### config.mk
export PLATFORM = sky130hd
export DESIGN_NAME = stack_frame_ctrl
export DESIGN_NICKNAME = d
export VERILOG_FILES = /design/src/rtl/stack_frame_ctrl.sv
export SDC_FILE = /design/constraint.sdc
export NUM_CORES = 1
export LEC_CHECK = 0
export CAP_MARGIN = 20
export CORE_ASPECT_RATIO = 0.7
export CORE_MARGIN = 2
export CORE_UTILIZATION = 63
export CTS_CLUSTER_DIAMETER = 80
export DETAILED_ROUTE_END_ITERATION = 8
export DONT_BUFFER_PORTS = 1
export HOLD_SLACK_MARGIN = 0.03
export PLACE_DENSITY = 0.86
export SETUP_SLACK_MARGIN = 0.02
export SYNTH_ARGS = -nofsm -noshare
export SYNTH_HDL_FRONTEND = slang
export SYNTH_SLANG_ARGS = --single-unit
### constraint.sdc
create_clock -name clk -period 3.5 [get_ports clk]
set_input_delay 0.175 -clock clk [delete_from_list [all_inputs] [get_ports clk]]
set_output_delay 0.175 -clock clk [all_outputs]
set_load 0.03 [all_outputs]
### src/rtl/stack_frame_ctrl.sv
// rtl/stack_frame_ctrl.sv - call/return frame sequencer driving a SuperStack
// Optional FRAME_LOCALS_EN: zero-filled locals allocation on call through an extra LOC_OP step.
module stack_frame_ctrl #(
   parameter int WIDTH  = 8,
   parameter int DEPTH  = 3,
   parameter int FRAMES = 4
) (
   input  logic                           clk,
   input  logic                           reset,
   input  logic                           req_valid,
   output logic                           req_ready,
   input  logic                           req_call,
   input  logic [DEPTH:0]                 req_count,
   input  logic [DEPTH:0]                 req_locals,
   output logic                           done,
   output logic [1:0]                     fault,
   output logic [$clog2(FRAMES+1)-1:0]    frame_depth,
   output logic [2:0]                     st_op,
   output logic [WIDTH-1:0]               st_data,
   output logic [DEPTH:0]                 st_offset,
   output logic [DEPTH:0]                 st_underflow_limit,
   output logic [DEPTH:0]                 st_upper_limit,
   input  logic [DEPTH:0]                 st_index,
   input  logic [WIDTH-1:0]               st_out,
   input  logic [1:0]                     st_error
);

   localparam int FD_W = $clog2(FRAMES + 1);

   // Encodings mirror SuperStack.vh
   localparam logic [2:0] OP_NONE                 = 3'd0;
   localparam logic [2:0] OP_INDEX_RESET          = 3'd6;
   localparam logic [2:0] OP_INDEX_RESET_AND_PUSH = 3'd7;

   localparam logic [DEPTH:0]  CNT_ONE  = 1;
   localparam logic [FD_W-1:0] FD_FULL  = FD_W'(FRAMES);
   localparam logic [FD_W-1:0] FD_ONE   = 1;

   localparam logic [1:0] F_NONE  = 2'b00;
   localparam logic [1:0] F_FULL  = 2'b01;
   localparam logic [1:0] F_BAD   = 2'b10;
   localparam logic [1:0] F_STACK = 2'b11;

   typedef enum logic [2:0] {IDLE, RET_OP, RET_RESTORE, LOC_OP, FINISH} state_t;

   state_t state;

   // Saved caller limits {underflow_limit, upper_limit}, indexed by frame depth
   logic [2*(DEPTH+1)-1:0] frame_mem [2**FD_W];

   logic [DEPTH:0] avail;
   logic           call_full;
   logic           call_bad;
   logic           call_take;
   logic           ret_bad;
   logic [1:0]     err_fault;

   always_comb begin
      avail     = st_index - st_underflow_limit;
      call_full = (frame_depth == FD_FULL);
      call_bad  = (req_count > avail);
      call_take = (state == IDLE) && req_valid && req_call && !call_full && !call_bad;
      ret_bad   = (frame_depth == '0) || (req_count > CNT_ONE);
      err_fault = (st_error != 2'b00) ? F_STACK : F_NONE;
   end

`ifdef FRAME_LOCALS_EN
   logic call_locals;
   assign call_locals = (req_locals != '0);
`else
   logic unused_locals;
   assign unused_locals = ^req_locals;
`endif

   always_ff @(posedge clk) begin
      if (reset && call_take) begin
         frame_mem[frame_depth] <= {st_underflow_limit, st_upper_limit};
      end
   end

   always_ff @(posedge clk) begin
      if (!reset) begin
         state              <= IDLE;
         req_ready          <= 1'b1;
         done               <= 1'b0;
         fault              <= F_NONE;
         frame_depth        <= '0;
         st_op              <= OP_NONE;
         st_data            <= '0;
         st_offset          <= '0;
         st_underflow_limit <= '0;
         st_upper_limit     <= '0;
      end else begin
         done <= 1'b0;
         case (state)
            IDLE: begin
               if (req_valid && req_call) begin
                  if (call_full) begin
                     done  <= 1'b1;
                     fault <= F_FULL;
                  end else if (call_bad) begin
                     done  <= 1'b1;
                     fault <= F_BAD;
                  end else begin
                     st_underflow_limit <= st_index - req_count;
                     st_upper_limit     <= st_index;
                     frame_depth        <= frame_depth + FD_ONE;
                     fault              <= F_NONE;
`ifdef FRAME_LOCALS_EN
                     if (call_locals) begin
                        state     <= LOC_OP;
                        req_ready <= 1'b0;
                        st_op     <= OP_INDEX_RESET;
                        st_offset <= st_index + req_locals;
                     end else begin
                        done <= 1'b1;
                     end
`else
                     done <= 1'b1;
`endif
                  end
               end else if (req_valid) begin
                  if (ret_bad) begin
                     done  <= 1'b1;
                     fault <= F_BAD;
                  end else begin
                     // Result (if any) lands at the frame base, dropping the callee's slots
                     state     <= RET_OP;
                     req_ready <= 1'b0;
                     fault     <= F_NONE;
                     st_offset <= st_underflow_limit;
                     if (req_count == CNT_ONE) begin
                        st_op   <= OP_INDEX_RESET_AND_PUSH;
                        st_data <= st_out;
                     end else begin
                        st_op <= OP_INDEX_RESET;
                     end
                  end
               end
            end
            RET_OP: begin
               st_op <= OP_NONE;
               {st_underflow_limit, st_upper_limit} <= frame_mem[frame_depth - FD_ONE];
               frame_depth <= frame_depth - FD_ONE;
               done        <= 1'b1;
               fault       <= err_fault;
               state       <= RET_RESTORE;
            end
            LOC_OP: begin
               st_op <= OP_NONE;
               done  <= 1'b1;
               fault <= err_fault;
               state <= FINISH;
            end
            default: begin
               state     <= IDLE;
               req_ready <= 1'b1;
            end
         endcase
      end
   end

endmodule

==> impl_results.md <==
- Power per Cell Area: 530 nW/um2
- Core area: 6370 um2
- # DRC: 0
- Antenna violations before repair: 0
- Hold WS: 67.8 ps
- Distinct cells, synth: between 40 and 50
- Seq pwr share: a little over half
- Fin. Hold Viols: 0
- Setup bufs post-CTS: 0
- Seq/Total Area, Yosys: 60.4%
- Crit start category: register
- Max-cap viol count: 0
- Hold Crit Class: in2reg
- Setup ws final: between 200 and 300 ps
- Fmax: around 310 MHz
- Average size of a mapped cell: between 10 and 15 um2
- Die width: around 100 um
- Reg clk slew, reported paths: ~100 ps
- Syn Inst Count: approximately 310
- FF-to-FF End: st_underflow_limit[2]
- Final Non-Filler Cells: between 400 and 500
- Psw: 0.744 mW
- Post-route clock skew: 12.0 ps
- Antenna viol nets, final: 0
- N_diodes: 0
- Post-synth EDFFs: 64
- Worst Hold Launch: reset
- Endpoint class of the critical path: register
- Clock Tree Buf Depth: 2
- Largest net degree at the start of global routing: 29
- Initial Util: between 60% and 70%
- Placed Area: between 4000 and 5000 um2
- Post-DP HPWL: approximately 6.1 mm
- H-tree depth: 3
- Final Core Density: 73.7%
- Drt pass-1 iters: 5
- FFs w/ async S/R, synth: 0%
- Final Max Slew Viols: 0
- RD Place Congestion: ~0.9
- Setup TNS Final: 0 ps
- Placed instance count: between 400 and 500
- Overall power: around 2.5 mW
- Relative slew slack: 49.5%
- Gr usage total: between 20 and 30%
- TritonCTS Buffers: 9
- Clk sinks: 96
- Vias in the first global route: around 2700
- Req. time, crit path: ~3800 ps
- Die Area: 7420 um2
- Primary FF master, synth: edfxtp_1
- Status: finished, final reports clean
- NumNets Final: 378
- Clock share of power: 27.1%
- P&R area growth vs syn: 10.6%
- Worst Tran Pin Value: roughly 750 ps
- Global-route wire length before repair: roughly 15 mm
- WL final: approximately 9.4 mm
- Die height: 72.7 um
- Hold Path Stages: 2
- Internal power: roughly 1.7 mW
- Synthesized cell area: 4250 um2
- Peak VDD IR: around 0.00033 V
- Setup WS pre-CTS: roughly 450 ps
- Worst reg2reg path depth: 11
- Filler cells: a little over 400
- CTS tree: done
- Via/cell ratio: ~6.4
- Yosys Warn Count: 0
- Vias: 2756
- Leak: between 1.5 and 2 nW
- Worst r2r src: st_underflow_limit[1]
- Combinational share of power: 20.4%
- Register bit total from synthesis: 96
- Post-CTS sizing: 0
- RSZ-0062 raised after global routing: false
- Final setup viols: 0
- Buffers on Ports: 0
- Arrival time worst endpoint: around 3500 ps
- Fin crit share: 91.5%
- Layout cell share with drive strength beyond 1: between 10% and 20%
- GRT overflow: 0
- Switching Fraction: between 20% and 30%
- Fin area: between 4000 and 5000 um2
- Worst Hold Path EP: st_upper_limit[3]
- Row count: 24
- Reg2Reg Setup Slack: just under 300 ps
- Routed len/inst: 21.7 um
- I/O Pins: 56
- Critical path class: reg2reg
- Tmin final: roughly 3200 ps
- # hold bufs at CTS: 10
- Synth Net Count: around 350
- Initial drt markers: between 200 and 250
- Root Driver: clkbuf_8
- Worst-path maximum fanout: 10
- Skew-Pair Late Insertion Delay: roughly 370 ps
cells in the mapped netlist, drive strengths merged (2+ instances only):
library cell	number	share of area, %
nor3	2	0.24
o22ai	2	0.29
or3	4	0.71
nand2	21	1.9
a211oi	5	0.88
mux2i	17	4.0
mux4	16	8.5
o21ai	9	1.1
a21o	2	0.35
a21oi	16	1.9
and2	2	0.29
fa	2	0.94
buf	7	1.1
xnor2	5	1.0
ha	13	3.8
inv	13	1.1
xor2	3	0.62
dfxtp	32	15
nand3b	4	0.71
nor2b	4	0.59
nand3	2	0.24
o2111ai	2	0.41
edfxtp	64	45
nor4b	2	1.1
clkbuf	8	0.71
nor2	31	2.7
nand4	7	1.0
a31oi	2	0.29
flip-flops by register name, summed over array words and instances, names as in the netlist:
signal,count
frame_depth,3
req_ready,1
st_underflow_limit,4
fault,2
frame_mem,64
state,3
st_offset,4
done,1
st_data,8
st_op,2
st_upper_limit,4
power by group through the flow:
stage               sequential, mW  clock, mW  combinational (mW)
finish                        1.31      0.675               0.506
global route                  1.31      0.724               0.548
CTS                           1.31      0.681               0.496
detailed placement            1.33          0               0.482
global placement              1.33          0               0.464
floorplan                     1.35          0               0.334
worst max-delay path, cell delays in order, from the launching register on:
cell and delay (ps):
dfxtp_1 340, inv_1 80, ha_1 320, a21o_1 210
a21oi_1 240, xnor2_1 150, ha_1 280, a21o_1 200
nand3b_1 170, o21ai_1 610, a21oi_1 160, a311oi_1 330
cells by family (layout without fill, tap and decap cells):
family | count (synthesis) | after routing | share of synthesized area, %
AOI/OAI and AO/OA | 47 | 47 | 6.99
buffers and inverters | 29 | 58 | 3.09
DFF | 96 | 96 | 60.4
muxes | 34 | 34 | 12.8
xor gates and xnor gates | 8 | 8 | 1.65
adders and majority gates | 15 | 15 | 4.77
and+or+nand+nor | 84 | 84 | 10.4
layer usage:
layer	track usage (%)	part of all wire (%)	vias to the layer above
met4	10.1	2.6	0
li1	-	-	1218
met3	9.58	10	29
met1	39.2	42	1349
met2	40.1	46	160
met5	0	0	-
layout by cell type (no fill, tap or decap), types with 3 or more instances in the layout:
master,instances
nor2_1,31
clkbuf_8,9
ha_1,13
dlygate4sd3_1,10
o21ai_1,3
o21ai_0,6
a21oi_1,16
nand3b_1,4
nand4_1,7
mux2i_1,17
nor2b_1,4
nand2_1,21
xnor2_1,5
buf_4,18
or3_1,3
xor2_1,3
a211oi_1,5
edfxtp_1,64
dfxtp_1,32
inv_1,13
mux4_2,16
area by class of cell:
| cell class | instances | area (um2) | share of cell area, % |
|---|---|---|---|
| clock buffer | 9 | 124 | 2.64 |
| clock inverter | 7 | 55.1 | 1.17 |
| inverter | 14 | 52.6 | 1.12 |
| multi-input combinational | 188 | 1550 | 33.0 |
| sequential | 96 | 2560 | 54.6 |
| tap | 91 | 114 | 2.43 |
| timing repair buffer | 28 | 235 | 5.01 |
worst max path at each step:
stage | startpoint | to | slack, ps | depth (start not counted)
3_5_place_dp | st_underflow_limit[1] | st_underflow_limit[2] | 450 | 11
3_3_place_gp | st_underflow_limit[1] | st_underflow_limit[2] | 570 | 11
4_1_cts | st_underflow_limit[1] | st_underflow_limit[2] | 460 | 11
2_1_floorplan | st_underflow_limit[0] | frame_mem[5][0] | 50 | 10
6_report | st_underflow_limit[1] | st_underflow_limit[2] | 300 | 11
5_1_grt | st_underflow_limit[1] | st_underflow_limit[2] | 70 | 11
No activity file was read; power rests on OpenSTA's default activity.
